[src/rtl/irq_pkg.sv]
// Shared definitions for the interrupt controller / dispatch sequencer pair.
// Vector byte layout is {2'd0, index[4:0], 1'b0}.
package irq_pkg;

  typedef enum logic [2:0] {
    IDLE,
    PEND,
    RD_LO,
    WAIT_LO,
    RD_HI,
    WAIT_HI,
    DONE
  } irq_dispatch_state_t;

  localparam int IRQ_NMI_BIT   = 0;
  localparam int VEC_INDEX_LSB = 1;
  localparam int VEC_INDEX_W   = 5;

  // Priority of the highest maskable line set; 0 when none is.
  function automatic logic [1:0] level_prio(input logic [3:0] level);
    if (level[3]) return 2'd3;
    if (level[2]) return 2'd2;
    if (level[1]) return 2'd1;
    return 2'd0;
  endfunction

endpackage

[src/rtl/irq_dispatch.sv]
// Interrupt dispatch sequencer: qualifies requests against the CPU mask, raises
// them, and on acknowledge fetches the 16-bit handler PC from the vector table.
//
// state   | meaning
// IDLE    | no request presented
// PEND    | request presented to the CPU, waiting for ack
// RD_LO   | bus request for the low vector byte
// WAIT_LO | low byte returning on bus_data_in
// RD_HI   | bus request for the high vector byte
// WAIT_HI | high byte returning on bus_data_in
// DONE    | handler PC strobed to the CPU
module irq_dispatch
  import irq_pkg::*;
#(
  parameter logic [23:0] VECTOR_BASE   = 24'h000000,
  parameter int          GRANT_TIMEOUT = 255
) (
  input  logic        clk,
  input  logic        reset,
  input  logic [3:0]  irq_level,
  input  logic [7:0]  irq_vector,
  input  logic [1:0]  cpu_mask,
  input  logic        cpu_iack,
  output logic        cpu_irq_req,
  output logic        cpu_nmi_req,
  output logic [1:0]  cpu_irq_prio,
  output logic        cpu_pc_valid,
  output logic [15:0] cpu_handler_pc,
  output logic        cpu_fault,
  output logic        bus_req,
  input  logic        bus_grant,
  output logic        bus_read,
  output logic [23:0] bus_address_out,
  input  logic [7:0]  bus_data_in
);

  localparam logic [7:0] TIMEOUT_LOAD = 8'(GRANT_TIMEOUT);

  irq_dispatch_state_t state;
  logic        nmi_prev;
  logic        nmi_pending;
  logic [7:0]  nmi_vec_q;
  logic [7:0]  vec_q;
  logic [1:0]  prio_q;
  logic [23:0] addr_q;
  logic [7:0]  tmo_cnt;
  logic [15:0] pc;

  logic       nmi_edge;
  logic       nmi_want;
  logic [1:0] lvl_prio;
  logic       mask_qual;
  logic [7:0] nmi_vec;

  // The NMI vector is captured at the edge, since the controller may have moved
  // on to another vector by the time a deferred NMI is serviced.
  assign nmi_edge  = irq_level[IRQ_NMI_BIT] & ~nmi_prev;
  assign nmi_want  = nmi_edge | nmi_pending;
  assign lvl_prio  = level_prio(irq_level);
  assign mask_qual = lvl_prio > cpu_mask;
  assign nmi_vec   = nmi_edge ? irq_vector : nmi_vec_q;

  assign cpu_irq_prio   = prio_q;
  assign cpu_handler_pc = pc;
  assign bus_read       = bus_req;

  always_ff @(posedge clk) begin
    if (reset) begin
      state           <= IDLE;
      nmi_prev        <= irq_level[IRQ_NMI_BIT];
      nmi_pending     <= 1'b0;
      nmi_vec_q       <= 8'd0;
      vec_q           <= 8'd0;
      prio_q          <= 2'd0;
      addr_q          <= 24'd0;
      tmo_cnt         <= 8'd0;
      pc              <= 16'd0;
      cpu_irq_req     <= 1'b0;
      cpu_nmi_req     <= 1'b0;
      cpu_pc_valid    <= 1'b0;
      cpu_fault       <= 1'b0;
      bus_req         <= 1'b0;
      bus_address_out <= 24'd0;
    end else begin
      nmi_prev <= irq_level[IRQ_NMI_BIT];
      if (nmi_edge) begin
        nmi_pending <= 1'b1;
        nmi_vec_q   <= irq_vector;
      end else if (state == PEND && cpu_iack && cpu_nmi_req) begin
        nmi_pending <= 1'b0;
      end
      if (cpu_iack && state != PEND) cpu_fault <= 1'b1;

      case (state)
        IDLE, PEND: begin
          if (state == PEND && cpu_iack) begin
            state           <= RD_LO;
            cpu_irq_req     <= 1'b0;
            cpu_nmi_req     <= 1'b0;
            prio_q          <= 2'd0;
            addr_q          <= VECTOR_BASE + {16'd0, vec_q};
            bus_req         <= 1'b1;
            bus_address_out <= VECTOR_BASE + {16'd0, vec_q};
            tmo_cnt         <= TIMEOUT_LOAD;
          end else if (nmi_want) begin
            state       <= PEND;
            cpu_nmi_req <= 1'b1;
            cpu_irq_req <= 1'b0;
            prio_q      <= 2'd0;
            vec_q       <= nmi_vec;
          end else if (mask_qual) begin
            state       <= PEND;
            cpu_nmi_req <= 1'b0;
            cpu_irq_req <= 1'b1;
            prio_q      <= lvl_prio;
            vec_q       <= irq_vector;
          end else begin
            state       <= IDLE;
            cpu_nmi_req <= 1'b0;
            cpu_irq_req <= 1'b0;
            prio_q      <= 2'd0;
          end
        end
        RD_LO, RD_HI: begin
          if (bus_grant) begin
            state           <= (state == RD_LO) ? WAIT_LO : WAIT_HI;
            bus_req         <= 1'b0;
            bus_address_out <= 24'd0;
          end else if (tmo_cnt == 8'd0) begin
            state           <= DONE;
            cpu_fault       <= 1'b1;
            bus_req         <= 1'b0;
            bus_address_out <= 24'd0;
            pc              <= 16'd0;
            cpu_pc_valid    <= 1'b1;
          end else begin
            tmo_cnt <= tmo_cnt - 8'd1;
          end
        end
        WAIT_LO: begin
          state           <= RD_HI;
          pc[7:0]         <= bus_data_in;
          bus_req         <= 1'b1;
          bus_address_out <= addr_q + 24'd1;
          tmo_cnt         <= TIMEOUT_LOAD;
        end
        WAIT_HI: begin
          state        <= DONE;
          pc[15:8]     <= bus_data_in;
          cpu_pc_valid <= 1'b1;
        end
        DONE: begin
          state        <= IDLE;
          cpu_pc_valid <= 1'b0;
        end
        default: state <= IDLE;
      endcase
    end
  end

endmodule
[config.mk]
export PLATFORM = sky130hd
export DESIGN_NAME = irq_dispatch
export DESIGN_NICKNAME = d
export VERILOG_FILES = /design/src/rtl/irq_pkg.sv /design/src/rtl/irq_dispatch.sv
export SDC_FILE = /design/constraint.sdc
export NUM_CORES = 1
export LEC_CHECK = 0
export BUFFER_PORTS_ARGS = -buffer_cell sky130_fd_sc_hd__buf_2
export CAP_MARGIN = 20
export CORE_MARGIN = 3
export CORE_UTILIZATION = 54
export CTS_CLUSTER_SIZE = 28
export DETAILED_ROUTE_END_ITERATION = 8
export GPL_TIMING_DRIVEN = 0
export PLACE_DENSITY = 0.84
export SYNTH_ARGS = -nofsm -noshare
export SYNTH_HDL_FRONTEND = slang
export SYNTH_SLANG_ARGS = --single-unit
[constraint.sdc]
create_clock -name clk -period 2.3 [get_ports clk]
set_input_delay 0.23 -clock clk [delete_from_list [all_inputs] [get_ports clk]]
set_output_delay 0.23 -clock clk [all_outputs]
set_load 0.1 [all_outputs]
# Word level (Yosys, flattened, before mapping)
# Cells that the tools add are included.
# classes
addsub,2
muxes,55
eq_ne,12
shifts,0
bitwise,4
div,0
n_mul,0
n_lt_le_gt_ge,1
n_reduce_logical,20
# op_table
operator,count
2-to-1 mux 24 bit,3
case mux 24 bit (3 select lines),1
2-to-1 mux 8 bit,6
2-to-1 mux 16 bit,2
case mux 8 bit (2 select lines),2
2-to-1 mux 1 bit,24
case mux 8 bit (3 select lines),1
2-to-1 mux 2 bit,10
AND reduction 3 bit,5
case mux 3 bit (4 select lines),1
"adder 8 x 1 -> 9 bit, second input constant",1
"== test 3 bit, second input constant",3
2-to-1 mux 3 bit,3
logical NOT 8 bit,1
"!= test 2 bit, second input constant",4
nonzero test 2 bit,4
"subtractor 8 x 1 -> 8 bit, second input constant",1
"== test 3 x 2 -> 1 bit, second input constant",2
case mux 1 bit (3 select lines),2
nonzero test 3 bit,2
AND reduction 4 bit,1
OR reduction 2 bit,2
"== test 3 x 1 -> 1 bit, second input constant",1
logical AND 1 bit,3
other kinds (8),9
# word_totals
in_bits,26
out_inout_bits,48
n_memories,0
register_bits,84
rom_bits,0
ramBits,0
latch_bits,0

# Depth between registers and ports, before layout
# Gate-level depths: netlist (run 1).
# depth
depth_word,12
depth_mapped,9
mapped_depth_nobuf,8

# Least setup slack after synthesis (run 1)
# OpenSTA, ideal clock, no wires.
# synth_path
kind,input to register
start,input irq_level[3]
end,register state[0]
path_buffers,1
t_arrival_ps,1662
setup_slack_ps,510
path_stages,8
path_cell_list,or2_2 -> ha_1 -> nor2b_1 -> o21ai_0 -> a21oi_4 -> buf_6 -> a21oi_1 -> nor2_1
# synth_via
elab_chain_cells,7
# synth_lines
item,line,text
start: declaration,irq_dispatch.sv:20,"input logic [3:0] irq_level,"
2-to-1 mux 1 bit,irq_pkg.sv:21,if (level[3]) return 2'd3;
2-to-1 mux 2 bit,irq_pkg.sv:22,if (level[2]) return 2'd2;
greater-than comparator 2 bit,irq_dispatch.sv:60,assign mask_qual = lvl_prio > cpu_mask;
2-to-1 mux 1 bit,irq_dispatch.sv:111,end else if (mask_qual) begin
2-to-1 mux 1 bit,irq_dispatch.sv:105,end else if (nmi_want) begin
2-to-1 mux 2 bit,irq_dispatch.sv:96,if (state == PEND && cpu_iack) begin
case mux 3 bit (4 select lines),irq_dispatch.sv:94,case (state)
end signal: assignment,irq_dispatch.sv:126,state <= (state == RD_LO) ? WAIT_LO : WAIT_HI;
end: declaration,irq_dispatch.sv:39,irq_dispatch_state_t state;
# Every way passes these cells.
# A chain may end at the register's enable or synchronous reset.

# Worst setup path after layout (run 1)
# layout_path
start,register tmo_cnt[0]
end,register pc[8] (netlist: cpu_handler_pc[8])
# layout_via
elab_chain_cells,3
# layout_lines
item,line,text
start: declaration,irq_dispatch.sv:46,logic [7:0] tmo_cnt;
start signal: assignment,irq_dispatch.sv:137,tmo_cnt <= tmo_cnt - 8'd1;
logical NOT 8 bit,irq_dispatch.sv:129,end else if (tmo_cnt == 8'd0) begin
!= test 2 bit (no line),--,
AND reduction 3 bit (no line),--,
end signal: assignment,irq_dispatch.sv:149,pc[15:8] <= bus_data_in;
end: declaration,irq_dispatch.sv:47,logic [15:0] pc;
# Every way passes these cells.

==> parameters.txt, run 1 <==
Parameter                              Value

Placement
  Detailed Place HPWL ... 5650 um
  Placed insts ... 534
  Total cell area at the placement stage ... 3770 sq um
  Weighted congestion at the end of routability-driven global placement ... 0.913
  Count of buffers inserted at the top-level ports ... 56

Layout
  Final Instance Count excl. Fillers ... 551
  Final standard cell area without fillers ... 4010 sq um
  Layout Nets ... 501
  Commonest cells after routing, fill and taps aside ... dfxtp_1 (69), nand2_1 (64), buf_2 (59)
  Synthesis-to-finish area growth ... 19.8%
  Most common cell after layout, fill and taps aside ... dfxtp_1
  Proportion of layout cells with a drive suffix above 1 ... 26.9%
  Final antenna diode count ... 0

Route
  Number of DRC violations after detailed routing ... 0
  First DRT Iteration DRCs ... 237
  Number of iterations in the first detailed-routing pass ... 4
  Vias ... 3020
  Routed vias/inst ... between 5 and 6
  Detailed-route wire length per cell ... 14.2 um
  WL final ... 7800 um
  Routed Antenna Nets ... 0

Global route
  First-pass GRT wire length ... 13000 um
  Pin count of the biggest net entering global routing ... 12
  Total track usage ... 22.6%
  Number of global-route vias before repair ... 2827
  Number of antenna violations at the first check in global routing ... 0
  GRT Residual Overflow ... 0

CTS
  Clock Sink Count ... 69
  Worst-path clk slew ... 0.07 ns
  Worst-skew pair later-pin latency ... around 0.35 ns
  CTS max path bufs ... 2
  Number of H-tree levels ... 3
  Number of gates resized after CTS ... 0
  Clock tree from TritonCTS ... done
  Post-CTS repair timing setup buffer count ... 0
  Root Buffer ... clkbuf_8
  CTS Buf Count ... 9

Logic synthesis
  Number of distinct library cells after synthesis ... 61
  Main flop type after synthesis ... dfxtp_1
  Avg Cell Area, Syn ... around 8.6 sq um
  Yosys synthesis warning count ... 0
  Post-synthesis sequential area ratio ... 41.3%
  Number of enable-type register cells in the synthesized netlist ... 0
  Number of standard cells after synthesis ... 389
  Post-synthesis sequential element count ... 69
  Proportion of synthesized flip-flops having asynchronous set or reset ... 0%
  Post-synthesis instance area ... 3340 sq um

Setup path
  Cell count of the worst reg-to-reg path ... 7
  RR Endpoint ... cpu_handler_pc[8]
  Setup crit end ... cpu_handler_pc[8]
  Endpoint kind of the worst setup timing path ... flip-flop
  Reg-to-reg slack, setup ... 0.26 ns
  Reg-to-Reg Start ... tmo_cnt[0]
  Arr. time, crit path ... about 2.3 ns
  Element type at the critical path start ... flip-flop
  Launching element of the worst setup path ... tmo_cnt[0]
  Critical path class ... reg -> reg
  Largest fanout of any net on the critical path ... 8
  Required time at the endpoint of the critical path ... 2.54 ns

Die
  Number of core rows ... 28
  Y dimension of the die ... about 85 um
  IO Pins ... 74
  Starting density of the core ... 56.1%
  Area of the die ... 7170 sq um
  Die Wd ... ~85 um
  Core Box Area ... 5960 sq um

Power
  Switching fraction of total power ... between 40% and 50%
  Power share of the sequential group ... between 30% and 40%
  Worst IR drop on VDD ... about 0.76 mV
  Internal power ... between 2 and 3 mW
  Standby leakage power ... 1.68 nW
  Switching component of the power ... 1.96 mW
  Combinational power share ... 41.0%
  Share of power burned in the clock network ... 24.9%
  Power per unit of standard cell area ... 1130 nW/um^2

STA
  Max-slew violations ... 0
  Worst slew margin ... 48.6%
  Worst slew pin tran ... 0.769 ns
  Final hold violation count ... 0
  Final-layout worst hold slack ... between 0.1 and 0.15 ns
  Post-Route Skew ... around 0.0054 ns
  Period Utilization, post-route ... 88.8%
  Total Neg Setup Slack ... 0 ns
  Highest achievable clock rate ... 490 MHz
  Minimum clock period ... 2.04 ns
  Total of endpoints with negative setup slack in the final report ... 0
  Setup repair after global routing missed its margin ... no

Flow run
  Max Cap Violations ... 0

Min path
  Type of the tightest min-delay check ... in -> reg

Outcome
  Result of the run ... finished clean
==> final cells by class <==
class	instances	area, sq um
fill	519	1950
buffer	38	258
multi-input combinational	290	1730
timing repair buffer	57	290
clock inverter	3	67.6
clock buffer	13	159
inverter	6	22.5
sequential	69	1380
tap	75	93.8
==> cell usage after synthesis, types with 2 or more instances <==
cell      count  area share [%]
dfxtp_1      69              41
nand2_1      64             7.2
nor2_1       47             5.3
a21oi_1      37             5.5
buf_4        18             4.0
nand3_1      18             2.7
a311oi_1     10             2.6
clkbuf_1     10             1.1
a22oi_1       9             2.0
a22o_1        8             2.1
nor3_1        8             1.2
a211oi_1      5             1.1
buf_6         5             1.7
inv_1         5            0.56
o21ai_0       5            0.75
a221oi_1      4             1.0
a311oi_2      4             1.8
ha_1          4             1.5
buf_2         3            0.45
nand2b_1      3            0.56
nor4_1        3            0.56
xnor2_1       3            0.79
and3_1        2            0.37
nand2_2       2            0.37
nand4_1       2            0.37
nor2_2        2            0.37
nor2b_1       2            0.37
or2_2         2            0.37
or4_1         2            0.45
xor2_1        2            0.52
==> through the flow <==
step	setup slack (ns)	utilization [%]	total power, mW
detailed placement	0.205	63.3	3.40
global route	0.221	67.2	4.75
floorplan	0.510	-	3.09
finish	0.258	67.2	4.52
global placement	0.294	63.3	3.36
CTS	0.307	67.2	4.52
==> logic make-up after synthesis <==
family                   synth area share [%]
buffers and inverters                    8.39
other                                   0.112
AO/OA/AOI/OAI                            22.2
AND/OR/NAND/NOR                          24.7
flip-flops                               41.3
XOR/XNOR                                 1.80
adder cells (fa/ha/maj)                  1.50
==> what timing repair did <==
item | in CTS | in global routing
endpoints found under the setup margin | 0 | 0
hold endpoints to repair | 1 | 0
hold buffers | 1 | 0
==> power by group through the flow <==
stage	clock network [mW]	registers [mW]	logic, mW
2_1_floorplan	0	2.04	1.05
3_3_place_gp	0	1.55	1.81
3_5_place_dp	0	1.56	1.84
4_1_cts	1.14	1.53	1.85
5_1_grt	1.19	1.56	2.00
6_report	1.13	1.54	1.85
==> metal layers <==
layer  GRT usage, %  wire length (um)
met4           8.49               140
met1           28.6              3340
met3           6.38               548
met2           36.7              3780
met5              0                 0
==> critical path, stage by stage, from the launching register on <==
cell,delay (ns)
dfxtp_1,0.34
inv_1,0.08
ha_1,0.20
or3b_1,0.45
nor3_2,0.31
o22a_1,0.20
nor2_1,0.13
a22o_1,0.21
==> flip-flops by register name, summed over array words and instances, names as in the netlist <==
name	cells
nmi_pending	1
cpu_irq_prio	2
bus_address_out	9
nmi_prev	1
cpu_fault	1
cpu_handler_pc	16
vec_q	8
bus_read	1
nmi_vec_q	8
tmo_cnt	8
cpu_irq_req	1
state	3
cpu_nmi_req	1
addr_q	8
cpu_pc_valid	1
==> worst min-delay path by stage <==
stage                   startpoint           endpoint  slack (ns)  depth (start not counted)
floorplan             irq_level[0]           nmi_prev        0.26                          0
global placement      irq_level[0]           nmi_prev        0.36                          1
detailed placement    irq_level[0]           nmi_prev        0.36                          1
CTS                 bus_data_in[1]  cpu_handler_pc[9]        0.10                          2
global route        bus_data_in[1]  cpu_handler_pc[9]        0.10                          2
finish              bus_data_in[1]  cpu_handler_pc[9]        0.10                          2
Power figures use the tool's default switching activity.
==> inputs of run 2 (changes only) <==
--- a/config.mk
+++ b/config.mk
@@ -7,12 +7,15 @@
 export LEC_CHECK = 0
 export BUFFER_PORTS_ARGS = -buffer_cell sky130_fd_sc_hd__buf_2
 export CAP_MARGIN = 20
+export CELL_PAD_IN_SITES_DETAIL_PLACEMENT = 2
+export CELL_PAD_IN_SITES_GLOBAL_PLACEMENT = 2
 export CORE_MARGIN = 3
-export CORE_UTILIZATION = 54
+export CORE_UTILIZATION = 33
+export CTS_BUF_LIST = sky130_fd_sc_hd__clkbuf_4
 export CTS_CLUSTER_SIZE = 28
 export DETAILED_ROUTE_END_ITERATION = 8
 export GPL_TIMING_DRIVEN = 0
-export PLACE_DENSITY = 0.84
+export PLACE_DENSITY = 0.86
 export SYNTH_ARGS = -nofsm -noshare
 export SYNTH_HDL_FRONTEND = slang
 export SYNTH_SLANG_ARGS = --single-unit
==> parameters.txt, run 2 (synthesized netlist as in run 1, its figures left out) <==
Parameter                              Value

Outcome
  Result of the run ... finished clean

STA
  Period Utilization, post-route ... 90.9%
  Setup repair after global routing missed its margin ... no
  Max-slew violations ... 0
  Total Neg Setup Slack ... 0 ns
  Worst slew pin tran ... 0.823 ns
  Final-layout worst hold slack ... 0.0392 ns
  Highest achievable clock rate ... 478 MHz
  Total of endpoints with negative setup slack in the final report ... 0
  Post-Route Skew ... 0.0124 ns
  Worst slew margin ... 45.0%
  Minimum clock period ... 2.09 ns
  Final hold violation count ... 0

Die
  Y dimension of the die ... around 110 um
  Area of the die ... 11400 sq um
  Starting density of the core ... between 30% and 40%
  Core Box Area ... 9820 sq um
  Number of core rows ... 36
  Die Wd ... approximately 110 um
  IO Pins ... 74

Global route
  Pin count of the biggest net entering global routing ... 14
  Number of antenna violations at the first check in global routing ... 1
  First-pass GRT wire length ... 17300 um
  Total track usage ... 19.1%
  Number of global-route vias before repair ... between 3000 and 4000
  GRT Residual Overflow ... 0

Power
  Worst IR drop on VDD ... 0.415 mV
  Share of power burned in the clock network ... 17.4%
  Internal power ... 2.11 mW
  Tot Pwr ... ~4.2 mW
  Power share of the sequential group ... 36.9%
  Power per unit of standard cell area ... about 1100 nW/um^2
  Standby leakage power ... 1.62 nW
  Switching fraction of total power ... between 40% and 50%
  Combinational power share ... 45.7%
  Switching component of the power ... 2.08 mW

Layout
  Synthesis-to-finish area growth ... 18.9%
  Proportion of layout cells with a drive suffix above 1 ... 27.5%
  Commonest cells after routing, fill and taps aside ... dfxtp_1 (69), nand2_1 (64), buf_2 (59)
  Final Util ... 40.5%
  Number of flip-flops in the largest register ... 16
  Layout Nets ... roughly 500
  Most common cell after layout, fill and taps aside ... dfxtp_1
  Final standard cell area without fillers ... 3980 sq um

Setup path
  Reg-to-reg slack, setup ... 0.21 ns
  Arr. time, crit path ... 2.42 ns
  RR Endpoint ... cpu_handler_pc[15]
  Cell count of the worst reg-to-reg path ... 7
  Required time at the endpoint of the critical path ... about 2.6 ns
  Largest fanout of any net on the critical path ... 8
  Critical-path cell list ... inv_1 > ha_1 > or3b_1 > nor3_2 > o22a_1 > nor2_2 > a22o_1
  Endpoint kind of the worst setup timing path ... flip-flop
  Cell at the slowest stage of the critical path ... or3b_1
  Element type at the critical path start ... flip-flop
  Critical path class ... reg -> reg
  Largest stage delay on the critical path ... around 0.46 ns
  Reg-to-Reg Start ... tmo_cnt[0]

Route
  Routed Antenna Nets ... 0
  Detailed-route wire length per cell ... 17.2 um
  Vias ... 3112
  Number of DRC violations after detailed routing ... 0
  Routed vias/inst ... approximately 5.1
  Number of iterations in the first detailed-routing pass ... 4
  First DRT Iteration DRCs ... 106
  WL final ... 10500 um

CTS
  CTS max path bufs ... 2
  Worst-path clk slew ... 0.12 ns
  Clock tree from TritonCTS ... done
  Worst-skew pair later-pin latency ... 0.43 ns
  Clock Sink Count ... 69
  Root Buffer ... clkbuf_4
  Number of H-tree levels ... 3
  CTS Buf Count ... 9

Min path
  Worst hold stages ... 2
  Start point of the worst min-delay path ... bus_data_in[2]
  Hold Path End ... cpu_handler_pc[10]
  Type of the tightest min-delay check ... in -> reg

Placement
  Total cell area at the placement stage ... 3840 sq um
  Count of buffers inserted at the top-level ports ... 56
  Weighted congestion at the end of routability-driven global placement ... approximately 0.83
  Detailed Place HPWL ... 7950 um

Flow run
  Max Cap Violations ... 0
==> run 2: cell count changes in the layout (fill, tap and decap cells not counted), sizes merged <==
cell,previous run,this run
clkbuf,24,20
clkinv,0,1
diode,0,1
inv,6,7
clkinvlp,1,5
bufinv,2,0
==> run 2: critical path: cells and delay by family (launching register included) <==
kind / cells / cell delay, ns
AO/OA/AOI/OAI: 2 / 0.40
adder cells (fa/ha/maj): 1 / 0.23
buffers and inverters: 1 / 0.10
flip-flops: 1 / 0.37
AND/OR/NAND/NOR: 3 / 0.88
==> run 2: cell type report <==
class,instances,area (sq um)
Timing Repair Buffer,57,290
Tap cell,133,166
Clock inverter,7,51.3
Sequential cell,69,1380
Clock buffer,9,67.6
Inverter,6,22.5
Antenna cell,1,2.50
Buffer,38,258
Fill cell,1180,5840
Multi-Input combinational cell,290,1740
==> run 2: layer usage <==
metal / GRT usage (%) / vias to the layer above / routed length [um]
li1: - / 1509 / -
met1: 23.7 / 1535 / 4630
met2: 33.6 / 55 / 5370
met3: 2.77 / 13 / 321
met4: 6.94 / 0 / 184
met5: 0 / - / 0
==> run 2: worst max-delay path by stage <==
stage               slack (ns)    startpoint  cells past startpoint                  to
floorplan                 0.51  irq_level[3]                      8            state[0]
detailed placement        0.19  irq_level[3]                      9            vec_q[6]
global placement          0.25  irq_level[3]                      9            state[0]
CTS                       0.13    tmo_cnt[0]                      7  cpu_handler_pc[15]
finish                    0.21    tmo_cnt[0]                      7  cpu_handler_pc[15]
global route              0.07    tmo_cnt[0]                      7  cpu_handler_pc[15]
==> run 2: per-stage QoR <==
stage	std cells	worst slack, ns
final	610	0.209
after global routing	610	0.0723
after CTS	609	0.131
after detailed placement	592	0.186
after global placement	592	0.252
after floorplan	403	0.510
==> run 2: what timing repair did <==
item | 4_1_cts | 5_1_grt
buffers inserted | 0 | 0
hold buffers | 1 | 0
gates resized for setup | 0 | 1
endpoints found under the hold margin | 1 | 0
setup endpoints to repair | 0 | 2
==> run 2: power by group through the flow <==
stage	clock network, mW	logic, mW	registers, mW
after floorplan	0	1.05	2.04
after global placement	0	1.85	1.56
after global routing	0.796	2.07	1.58
final	0.727	1.91	1.55
after CTS	0.758	1.93	1.55
after detailed placement	0	1.91	1.58
